File: src/rtl/cfu_requant_pkg.sv
// Shared opcodes, FSM state encoding and rounding constants for the int8
// requantization CFU.
package cfu_requant_pkg;

  localparam logic [6:0] OP_REQUANT   = 7'd0;
  localparam logic [6:0] OP_SET_MS    = 7'd1;
  localparam logic [6:0] OP_SET_OFS   = 7'd2;
  localparam logic [6:0] OP_READ_MULT = 7'd3;

  typedef enum logic [2:0] {
    S_IDLE,
    S_PRE,
    S_MUL0,
    S_MUL1,
    S_RND,
    S_DIV,
    S_OUT,
    S_RSP
  } state_t;

  // Nudges for SaturatingRoundingDoublingHighMul (round half away from zero)
  localparam logic signed [63:0] NUDGE_POS = 64'sd1073741824;
  localparam logic signed [63:0] NUDGE_NEG = -64'sd1073741823;

  localparam logic [31:0] INT32_MIN = 32'h8000_0000;
  localparam logic [31:0] INT32_MAX = 32'h7FFF_FFFF;

endpackage

File: src/rtl/cfu_requant_rdbpot.sv
// Combinational RoundingDivideByPOT: val / 2^exp_e, rounded half away from zero.
module requant_rdbpot (
  input  logic signed [31:0] val,
  input  logic        [4:0]  exp_e,
  output logic signed [31:0] res
);

  logic        [31:0] mask;
  logic        [31:0] rem;
  logic        [31:0] thr;
  logic signed [31:0] shifted;

  always_comb begin
    mask    = (32'd1 << exp_e) - 32'd1;
    rem     = val & mask;
    thr     = (mask >> 1) + {31'd0, val[31]};
    // kept in its own statement so the shift stays arithmetic
    shifted = val >>> exp_e;
    res     = shifted + $signed({31'd0, (rem > thr)});
  end

endmodule

File: src/rtl/cfu_requant.sv
// int32 accumulator + bias -> int8 requantizer (TFLM semantics) on the CFU
// cmd/rsp handshake, with a fixed seven-cycle pipeline for REQUANT.
//
// state | meaning
// IDLE  | waiting for a command, cmd_ready high
// PRE   | x = (acc + bias) << left shift
// MUL0  | low partial product x * mult[15:0]
// MUL1  | high partial product combined into 64-bit ab
// RND   | saturating rounding doubling high multiply -> y
// DIV   | rounding divide by 2^right shift -> z
// OUT   | add output offset, clamp to activation range
// RSP   | response held until rsp_ready
module cfu_requant
  import cfu_requant_pkg::*;
#(
  parameter logic        [31:0] DEF_MULT       = 32'h4000_0000,
  parameter logic signed [5:0]  DEF_SHIFT      = 6'sd0,
  parameter logic signed [15:0] DEF_OUT_OFFSET = -16'sd128,
  parameter logic signed [7:0]  DEF_ACT_MIN    = -8'sd128,
  parameter logic signed [7:0]  DEF_ACT_MAX    = 8'sd127
) (
  input  logic        clk,
  input  logic        reset,
  input  logic        cmd_valid,
  output logic        cmd_ready,
  input  logic [9:0]  cmd_payload_function_id,
  input  logic [31:0] cmd_payload_inputs_0,
  input  logic [31:0] cmd_payload_inputs_1,
  output logic        rsp_valid,
  input  logic        rsp_ready,
  output logic [31:0] rsp_payload_outputs_0
);

  state_t state;

  logic        [31:0] mult;
  logic signed [5:0]  shift;
  logic signed [15:0] out_offset;
  logic signed [7:0]  act_min;
  logic signed [7:0]  act_max;

  logic signed [31:0] sum;
  logic signed [31:0] x;
  logic signed [48:0] p_lo;
  logic signed [63:0] ab;
  logic signed [31:0] y;
  logic signed [31:0] z;

  logic [6:0] funct7;
  assign funct7 = cmd_payload_function_id[9:3];

  // Shift decode: positive shifts scale the input, negative ones round-divide
  logic [4:0] lsh;
  logic [5:0] neg_shift;
  logic [4:0] rsh;

  always_comb begin
    lsh       = shift[5] ? 5'd0 : shift[4:0];
    neg_shift = 6'd0 - shift;
    if (!shift[5])
      rsh = 5'd0;
    else if (neg_shift[5])
      rsh = 5'd31;
    else
      rsh = neg_shift[4:0];
  end

  logic signed [31:0] x_next;
  logic signed [16:0] mult_lo_s;
  logic signed [15:0] mult_hi_s;
  logic signed [48:0] p_lo_next;
  logic signed [47:0] p_hi;
  logic signed [63:0] ab_next;

  always_comb begin
    x_next    = sum << lsh;
    mult_lo_s = {1'b0, mult[15:0]};
    mult_hi_s = mult[31:16];
    p_lo_next = x * mult_lo_s;
    p_hi      = x * mult_hi_s;
    ab_next   = {p_hi, 16'h0000} + {{15{p_lo[48]}}, p_lo};
  end

  logic signed [63:0] nudged;
  logic signed [63:0] trunc_adj;
  logic signed [63:0] rnd_tot;
  logic signed [63:0] quo;
  logic               sat;
  logic signed [31:0] y_next;

  always_comb begin
    nudged    = ab + (ab[63] ? NUDGE_NEG : NUDGE_POS);
    // bias negative values up so the arithmetic shift truncates toward zero
    trunc_adj = nudged[63] ? 64'sh7FFF_FFFF : 64'sh0;
    rnd_tot   = nudged + trunc_adj;
    quo       = rnd_tot >>> 31;
    sat       = (x == INT32_MIN) && (mult == INT32_MIN);
    y_next    = sat ? INT32_MAX : quo[31:0];
  end

  logic signed [31:0] z_next;

  requant_rdbpot u_rdbpot (
    .val   (y),
    .exp_e (rsh),
    .res   (z_next)
  );

  logic signed [31:0] w;
  logic signed [31:0] min32;
  logic signed [31:0] max32;
  logic signed [31:0] lo_clamped;
  logic signed [31:0] clamped;
  logic        [31:0] result;

  // min is applied before max, so an inverted range yields act_max
  always_comb begin
    w          = z + {{16{out_offset[15]}}, out_offset};
    min32      = {{24{act_min[7]}}, act_min};
    max32      = {{24{act_max[7]}}, act_max};
    lo_clamped = (w < min32) ? min32 : w;
    clamped    = (lo_clamped > max32) ? max32 : lo_clamped;
    result     = {{24{clamped[7]}}, clamped[7:0]};
  end

  logic unused_bits;
  assign unused_bits = ^{cmd_payload_function_id[2:0], quo[63:32], clamped[31:8]};

  always_ff @(posedge clk) begin
    if (reset) begin
      state                 <= S_IDLE;
      cmd_ready             <= 1'b1;
      rsp_valid             <= 1'b0;
      rsp_payload_outputs_0 <= 32'd0;
      mult                  <= DEF_MULT;
      shift                 <= DEF_SHIFT;
      out_offset            <= DEF_OUT_OFFSET;
      act_min               <= DEF_ACT_MIN;
      act_max               <= DEF_ACT_MAX;
      sum                   <= 32'sd0;
      x                     <= 32'sd0;
      p_lo                  <= 49'sd0;
      ab                    <= 64'sd0;
      y                     <= 32'sd0;
      z                     <= 32'sd0;
    end else begin
      case (state)
        S_IDLE: begin
          if (cmd_valid && cmd_ready) begin
            cmd_ready <= 1'b0;
            if (funct7 == OP_REQUANT) begin
              sum   <= cmd_payload_inputs_0 + cmd_payload_inputs_1;
              state <= S_PRE;
            end else begin
              state     <= S_RSP;
              rsp_valid <= 1'b1;
              case (funct7)
                OP_SET_MS: begin
                  mult                  <= cmd_payload_inputs_0;
                  shift                 <= cmd_payload_inputs_1[5:0];
                  rsp_payload_outputs_0 <= 32'd0;
                end
                OP_SET_OFS: begin
                  out_offset            <= cmd_payload_inputs_0[15:0];
                  act_min               <= cmd_payload_inputs_1[7:0];
                  act_max               <= cmd_payload_inputs_1[15:8];
                  rsp_payload_outputs_0 <= 32'd0;
                end
                OP_READ_MULT: rsp_payload_outputs_0 <= mult;
                default:      rsp_payload_outputs_0 <= 32'd0;
              endcase
            end
          end
        end
        S_PRE: begin
          x     <= x_next;
          state <= S_MUL0;
        end
        S_MUL0: begin
          p_lo  <= p_lo_next;
          state <= S_MUL1;
        end
        S_MUL1: begin
          ab    <= ab_next;
          state <= S_RND;
        end
        S_RND: begin
          y     <= y_next;
          state <= S_DIV;
        end
        S_DIV: begin
          z     <= z_next;
          state <= S_OUT;
        end
        S_OUT: begin
          rsp_payload_outputs_0 <= result;
          rsp_valid             <= 1'b1;
          state                 <= S_RSP;
        end
        S_RSP: begin
          if (rsp_ready) begin
            rsp_valid <= 1'b0;
            cmd_ready <= 1'b1;
            state     <= S_IDLE;
          end
        end
        default: begin
          state     <= S_IDLE;
          cmd_ready <= 1'b1;
          rsp_valid <= 1'b0;
        end
      endcase
    end
  end

endmodule

File: config.mk
export PLATFORM = sky130hd
export DESIGN_NAME = cfu_requant
export DESIGN_NICKNAME = d
export VERILOG_FILES = /design/src/rtl/cfu_requant_pkg.sv /design/src/rtl/cfu_requant_rdbpot.sv /design/src/rtl/cfu_requant.sv
export SDC_FILE = /design/constraint.sdc
export NUM_CORES = 2
export LEC_CHECK = 0
export BUFFER_PORTS_ARGS = -buffer_cell sky130_fd_sc_hd__buf_4
export CAP_MARGIN = 20
export CORE_ASPECT_RATIO = 1.1
export CORE_MARGIN = 3
export CORE_UTILIZATION = 60
export CTS_CLUSTER_DIAMETER = 80
export DETAILED_ROUTE_END_ITERATION = 10
export PLACE_DENSITY = 0.78
export SKIP_CTS_REPAIR_TIMING = 1
export SLEW_MARGIN = 20
export SYNTH_ARGS = -nofsm -noshare
export SYNTH_HDL_FRONTEND = slang
export SYNTH_SLANG_ARGS = --single-unit
export TNS_END_PERCENT = 50
File: constraint.sdc
create_clock -name clk -period 8.69 [get_ports clk]
set_input_delay 1.738 -clock clk [delete_from_list [all_inputs] [get_ports clk]]
set_output_delay 1.738 -clock clk [all_outputs]
set_load 0.005 [all_outputs]
### After elaboration in Yosys (flattened, before gate mapping)

Cells that the tools add are included.
Widths: inputs -> output; s select.

* bits of input ports: 78
* register bits: 348
* word-level logic and storage cells: 86
* output and inout bits: 34

* $lt $le $gt $ge: 3
* shifts and indexed selects: 3
* equality and inequality tests: 15
* mux-type cells: 23
* reductions and logical operators: 14
* $mul: 2
* $add $sub $neg: 9
* bitwise operators: 2

Operator list (count)
* $mux 32: 5
* $add 64x64->64: 2
* $add 32x32->32: 2
* $eq 32x32->1 const B: 2
* $mux 64: 1
* $pmux 32 s2: 1
* $add 63x32->63: 1
* $mul 32x17->49: 1
* $mul 32x16->48: 1
* $add 31x1->32: 1
* $add 32x2->32: 1
* $and 32x32->32: 1
* $gt 32x32->1: 1
* $gt 32x8->1: 1
* $lt 32x8->1: 1
* $shl 1x5->32 const A: 1
* $shl 32x5->32: 1
* $sshr 32x5->32: 1
* $sub 32x1->32 const B: 1
* $mux 31: 1
* $pmux 3 s8: 1
* $mux 5: 3
* $eq 7x2->1 const B: 2
* $eq 3x3->1 const B: 4
* other kinds (19): 34

### Longest topological paths before layout

* depth after elaboration: 8
* mapped depth: 43
* gate-level depth less buffers: 37

### Modules after synthesis

From an unflattened synthesis, not the netlist that was laid out.

* cells, all modules: 7967
* area total of the unflattened synthesis: 65353.9 µm²

Modules (own cells, without submodules)
* cfu_requant: sequential area each 6966.7 µm², area each 60515.5 µm², cells an instance 7328, instances 1
* requant_rdbpot: sequential area each 0.0 µm², area each 4838.4 µm², cells an instance 639, instances 1

### Worst setup path after synthesis

Ideal clock, no wire load.

* path kind: register to register
* from: reg mult[17]
* to: reg ab[61]
* period minus slack after synthesis: 8.771 ns
* setup time: 0.133 ns
* path buffers: 2
* slack: -0.081 ns
* arrival time: 8.639 ns
* required time: 8.557 ns
* cell stages (with the launch flop): 37
* path through: dfxtp_1 clkbuf_1 clkbuf_1 nand2_1 fa_1 fa_1 fa_1 inv_1 fa_1 fa_1 inv_1 fa_1 inv_1 ha_1 a211o_1 a2111oi_0 o21ai_0 a32oi_1 a21boi_0 o21a_1 o21a_1 o31a_1 o31a_1 a21oi_1 ha_1 a21o_1 a21o_1 a21o_1 a21oi_1 nor2b_1 nor3_1 nand2_1 a31oi_1 nor4_1 o21ai_0 xor2_1 a21oi_1

* longest elaborated chain between the ends: 2

Ends and longest elaborated chain
* start: declaration: line cfu_requant.sv:36 `logic [31:0] mult;`
* start signal: assignment: line cfu_requant.sv:159 `mult <= cmd_payload_inputs_0;`
* $mul 32x16->48: line cfu_requant.sv:80 `p_hi = x * mult_hi_s;`
* $add 64x64->64: line cfu_requant.sv:81 `ab_next = {p_hi, 16'h0000} + {{15{p_lo[48]}}, p_lo};`
* end signal: assignment: line cfu_requant.sv:184 `ab <= ab_next;`
* end: declaration: line cfu_requant.sv:45 `logic signed [63:0] ab;`

No other way between the ends.
A chain may end at the register's enable or synchronous reset.

### Final worst setup path

* from: reg mult[20]
* to: reg ab[55]

Same word-level chain as after synthesis.

==> reports/qor.yml <==
status:
  status: "complete, but fails checks"
  failed_checks: "negative setup slack"
power:
  p_comb_share_pct: 45.0
  internal_power_uw: 3940
  seq_power_share_pct: 27.7
  p_sw_share_pct: 40.8
  vdd_ir_drop_max_v: 0.000230
  p_sw_uw: 2720
  p_per_area_nw_per_um2: 92.7
  p_clk_share_pct: 27.3
  p_leak_uw: 0.0334
worst_setup_path:
  r2r_start: "mult[20]$_SDFFE_PP0P_"
  r2r-end: "ab[55]$_SDFFE_PP0P_"
  crit_path_start_kind: "register"
  r2r_slack_ps: -110
  worstPathArrival_ps: 9330
  slowest_stage: "fa_1"
  critPathKind: "reg -> reg"
  endpoint_kind: "register"
  required_ps: 9220
  slowest_delay_ps: 540
  cp-startpoint: "mult[20]$_SDFFE_PP0P_"
  crit_path_frequent_cell: "fa_1"
  crit_fanout: 13
  rr_worst_depth: 38
placement:
  gp_congestion: 1.03
  io_buffers: 108
  dpl_cell_area_um2: 69700
  dp_hpwl_um: 157000
min_path:
  whs_path_depth: 2
  hold_class: "reg -> reg"
  hold_end: "p_lo[14]$_SDFFE_PP0P_"
  min_from: "p_lo[14]$_SDFFE_PP0P_"
route:
  drcViolationCount: 0
  vias: 58500
  wl_per_cell_um: 20.1
  via_per_inst: 6.02
  drt-initial-drc-count: 5243
  postRouteAntennaNets: 0
  first_pass_iters: 7
  drt_wl_total_um: 195000
synthesis:
  yosysMostFrequentCell: "nand2_1"
  syn-num-nets: 9696
  synth_top_family_by_area: "adder cells"
  synthTopCellsByCount: "nand2_1 (1305), inv_1 (1235), fa_1 (978), a21oi_1 (574), ha_1 (508)"
  syn_area_um2: 65400
  yosys_register_bits: 348
  synth-async-reset-ratio_pct: 0
  ys_types: 103
  synthFlopType: "dfxtp_1"
  muxShareOfSynthArea_pct: 2.24
  seq_area_frac_synth_pct: 10.6
  synth_area_leaders: "fa_1 (30%), dfxtp_1 (11%), ha_1 (9.7%), nand2_1 (7.5%), inv_1 (7.1%)"
  synth_top_area_share_pct: 29.9
  syn_avg_cell_area_um2: 8.05
  synth_xor_area_share_pct: 4.12
  synth_edf_count: 0
  netlist_instances: 8132
  synthSimpleGateAreaFrac_pct: 19.1
  synth_compound_area_share_pct: 14.4
  synth-adder-area-share_pct: 39.6
  yosys_warnings: 0
  yosysTopAreaCell: "fa_1"
sta:
  period_share_pct: 101
  fmax_mhz: 114
  whs_ps: 457
  clock_skew_ps: 46.6
  rsz0062_at_grt: "true"
  maxSlewHeadroom_pct: 17.9
  setup_ws_ps: -108
  hold_violations: 0
  fin_crit_ps: 8800
  setup_viol: 8
  tightest_slew_ps: 1230
  final.setup.tns_ps: -543
  maxSlewViolCount: 0
floorplan:
  initial_core_util_pct: 60.7
  die_h_um: 352
  core_um2: 108000
  rows: 126
  die_w_um: 321
  io_pins: 112
  die_area_um2: 113000
clocking:
  insertion_delay_ps: 610
  cts_buffers: 41
  clockRootBuffer: "clkbuf_16"
  cts_tree: "yes"
  clk_path_buf_depth: 3
  ctsHtreeMaxLevel: 2
  clk_pin_slew_worst_paths_ps: 60
  cts_sinks: 348
layout:
  final_util_pct: 66.7
  area.growth.synth_to_final_pct: 9.89
  finalInstanceArea_um2: 71900
  drive_above_1_share_pct: 10.2
  nNetsFinal: 9847
job:
  cap_violations: 0
global_routing:
  grt_max_degree: 100
  grt_pass1_wl_um: 311000
  grt_overflow_total: 0
  grtUsageTotal_pct: 34.2
  grt_antenna_before_repair: 3
  grt_pass1_vias: 59700
## power groups by stage
stage	Combinational, uW	Sequential [uW]	Clock [uW]
after global placement	2810	1880	0
after detailed placement	2890	1880	0
final	3000	1850	1820
after floorplan	2120	1810	0
after CTS	2920	1840	1840
after global routing	3320	1860	1900
## cell families after synthesis
logic type | after synthesis
xor gates and xnor gates | 308
other | 2
buffers and inverters | 1688
DFF | 348
and+or+nand+nor | 2667
adders and majority gates | 1486
AOI/OAI and AO/OA | 1494
muxes | 139
## area by class of cell
cell class | instances | area, um2
Multi-Input combinational cell | 6096 | 52600
Fill cell | 8993 | 35900
Sequential cell | 348 | 7020
Inverter | 1237 | 4640
Timing Repair Buffer | 559 | 4450
Tap cell | 1408 | 1760
Clock buffer | 49 | 1120
Clock inverter | 26 | 290
Antenna cell | 1 | 2.50
## metrics by stage
stage,power (uW),instances,setup slack (ps)
6_report,6660,9724,-108
3_5_place_dp,4770,9635,-781
5_1_grt,7080,9723,-397
2_1_floorplan,3930,8132,14.7
4_1_cts,6600,9710,-852
3_3_place_gp,4690,9635,-547
## critical path, delay by kind of cell, from the launching register on
kind | cells | cell delay, ps
compound gates | 15 | 2920
xor+xnor | 1 | 130
fa+ha+maj | 8 | 3530
buf+inv | 7 | 760
flops | 1 | 360
simple gates | 7 | 990
## worst max path at each step
stage | endpoint | slack [ps] | cells past startpoint
6_report | ab[55]$_SDFFE_PP0P_ | -110 | 38
5_1_grt | ab[63]$_SDFFE_PP0P_ | -400 | 36
4_1_cts | ab[62]$_SDFFE_PP0P_ | -850 | 35
3_5_place_dp | ab[62]$_SDFFE_PP0P_ | -780 | 35
3_3_place_gp | ab[62]$_SDFFE_PP0P_ | -550 | 37
2_1_floorplan | ab[61]$_SDFFE_PP0P_ | 10 | 36
## flip-flops by register name (all words and copies together) (netlist names), 16 cells and up
register               cells
x                         32
z                         32
y                         32
sum                       32
out_offset                16
mult                      32
ab                        64
p_lo                      49
rsp_payload_outputs_0     32
## cell usage in the layout, fill, tap and decap left out, drive strengths merged, types with 17 or more instances in the layout
| cell type | count |
|---|---|
| a31oi | 40 |
| nand2b | 68 |
| mux2 | 22 |
| o221ai | 21 |
| o211ai | 68 |
| mux2i | 113 |
| a21o | 149 |
| xnor2 | 203 |
| dfxtp | 348 |
| or2 | 24 |
| or3 | 26 |
| o2111ai | 23 |
| inv | 1243 |
| o21bai | 29 |
| a211o | 19 |
| a21oi | 575 |
| xor2 | 105 |
| nand3 | 160 |
| buf | 559 |
| o31ai | 23 |
| clkbuf | 49 |
| o21a | 47 |
| a21boi | 20 |
| nor2 | 319 |
| and2 | 416 |
| nor3 | 92 |
| and4 | 17 |
| a22oi | 20 |
| nor4 | 36 |
| nor2b | 54 |
| nand4 | 64 |
| a211oi | 52 |
| and3 | 39 |
| ha | 508 |
| o21ai | 259 |
| nand2 | 1306 |
| fa | 978 |
## routing by layer
metal	track usage, %	wire, um
met3	5.65	15800
met5	0	31
met4	20.1	13900
met1	42.0	73100
met2	56.9	92500
(Power assumes the default switching activity.)
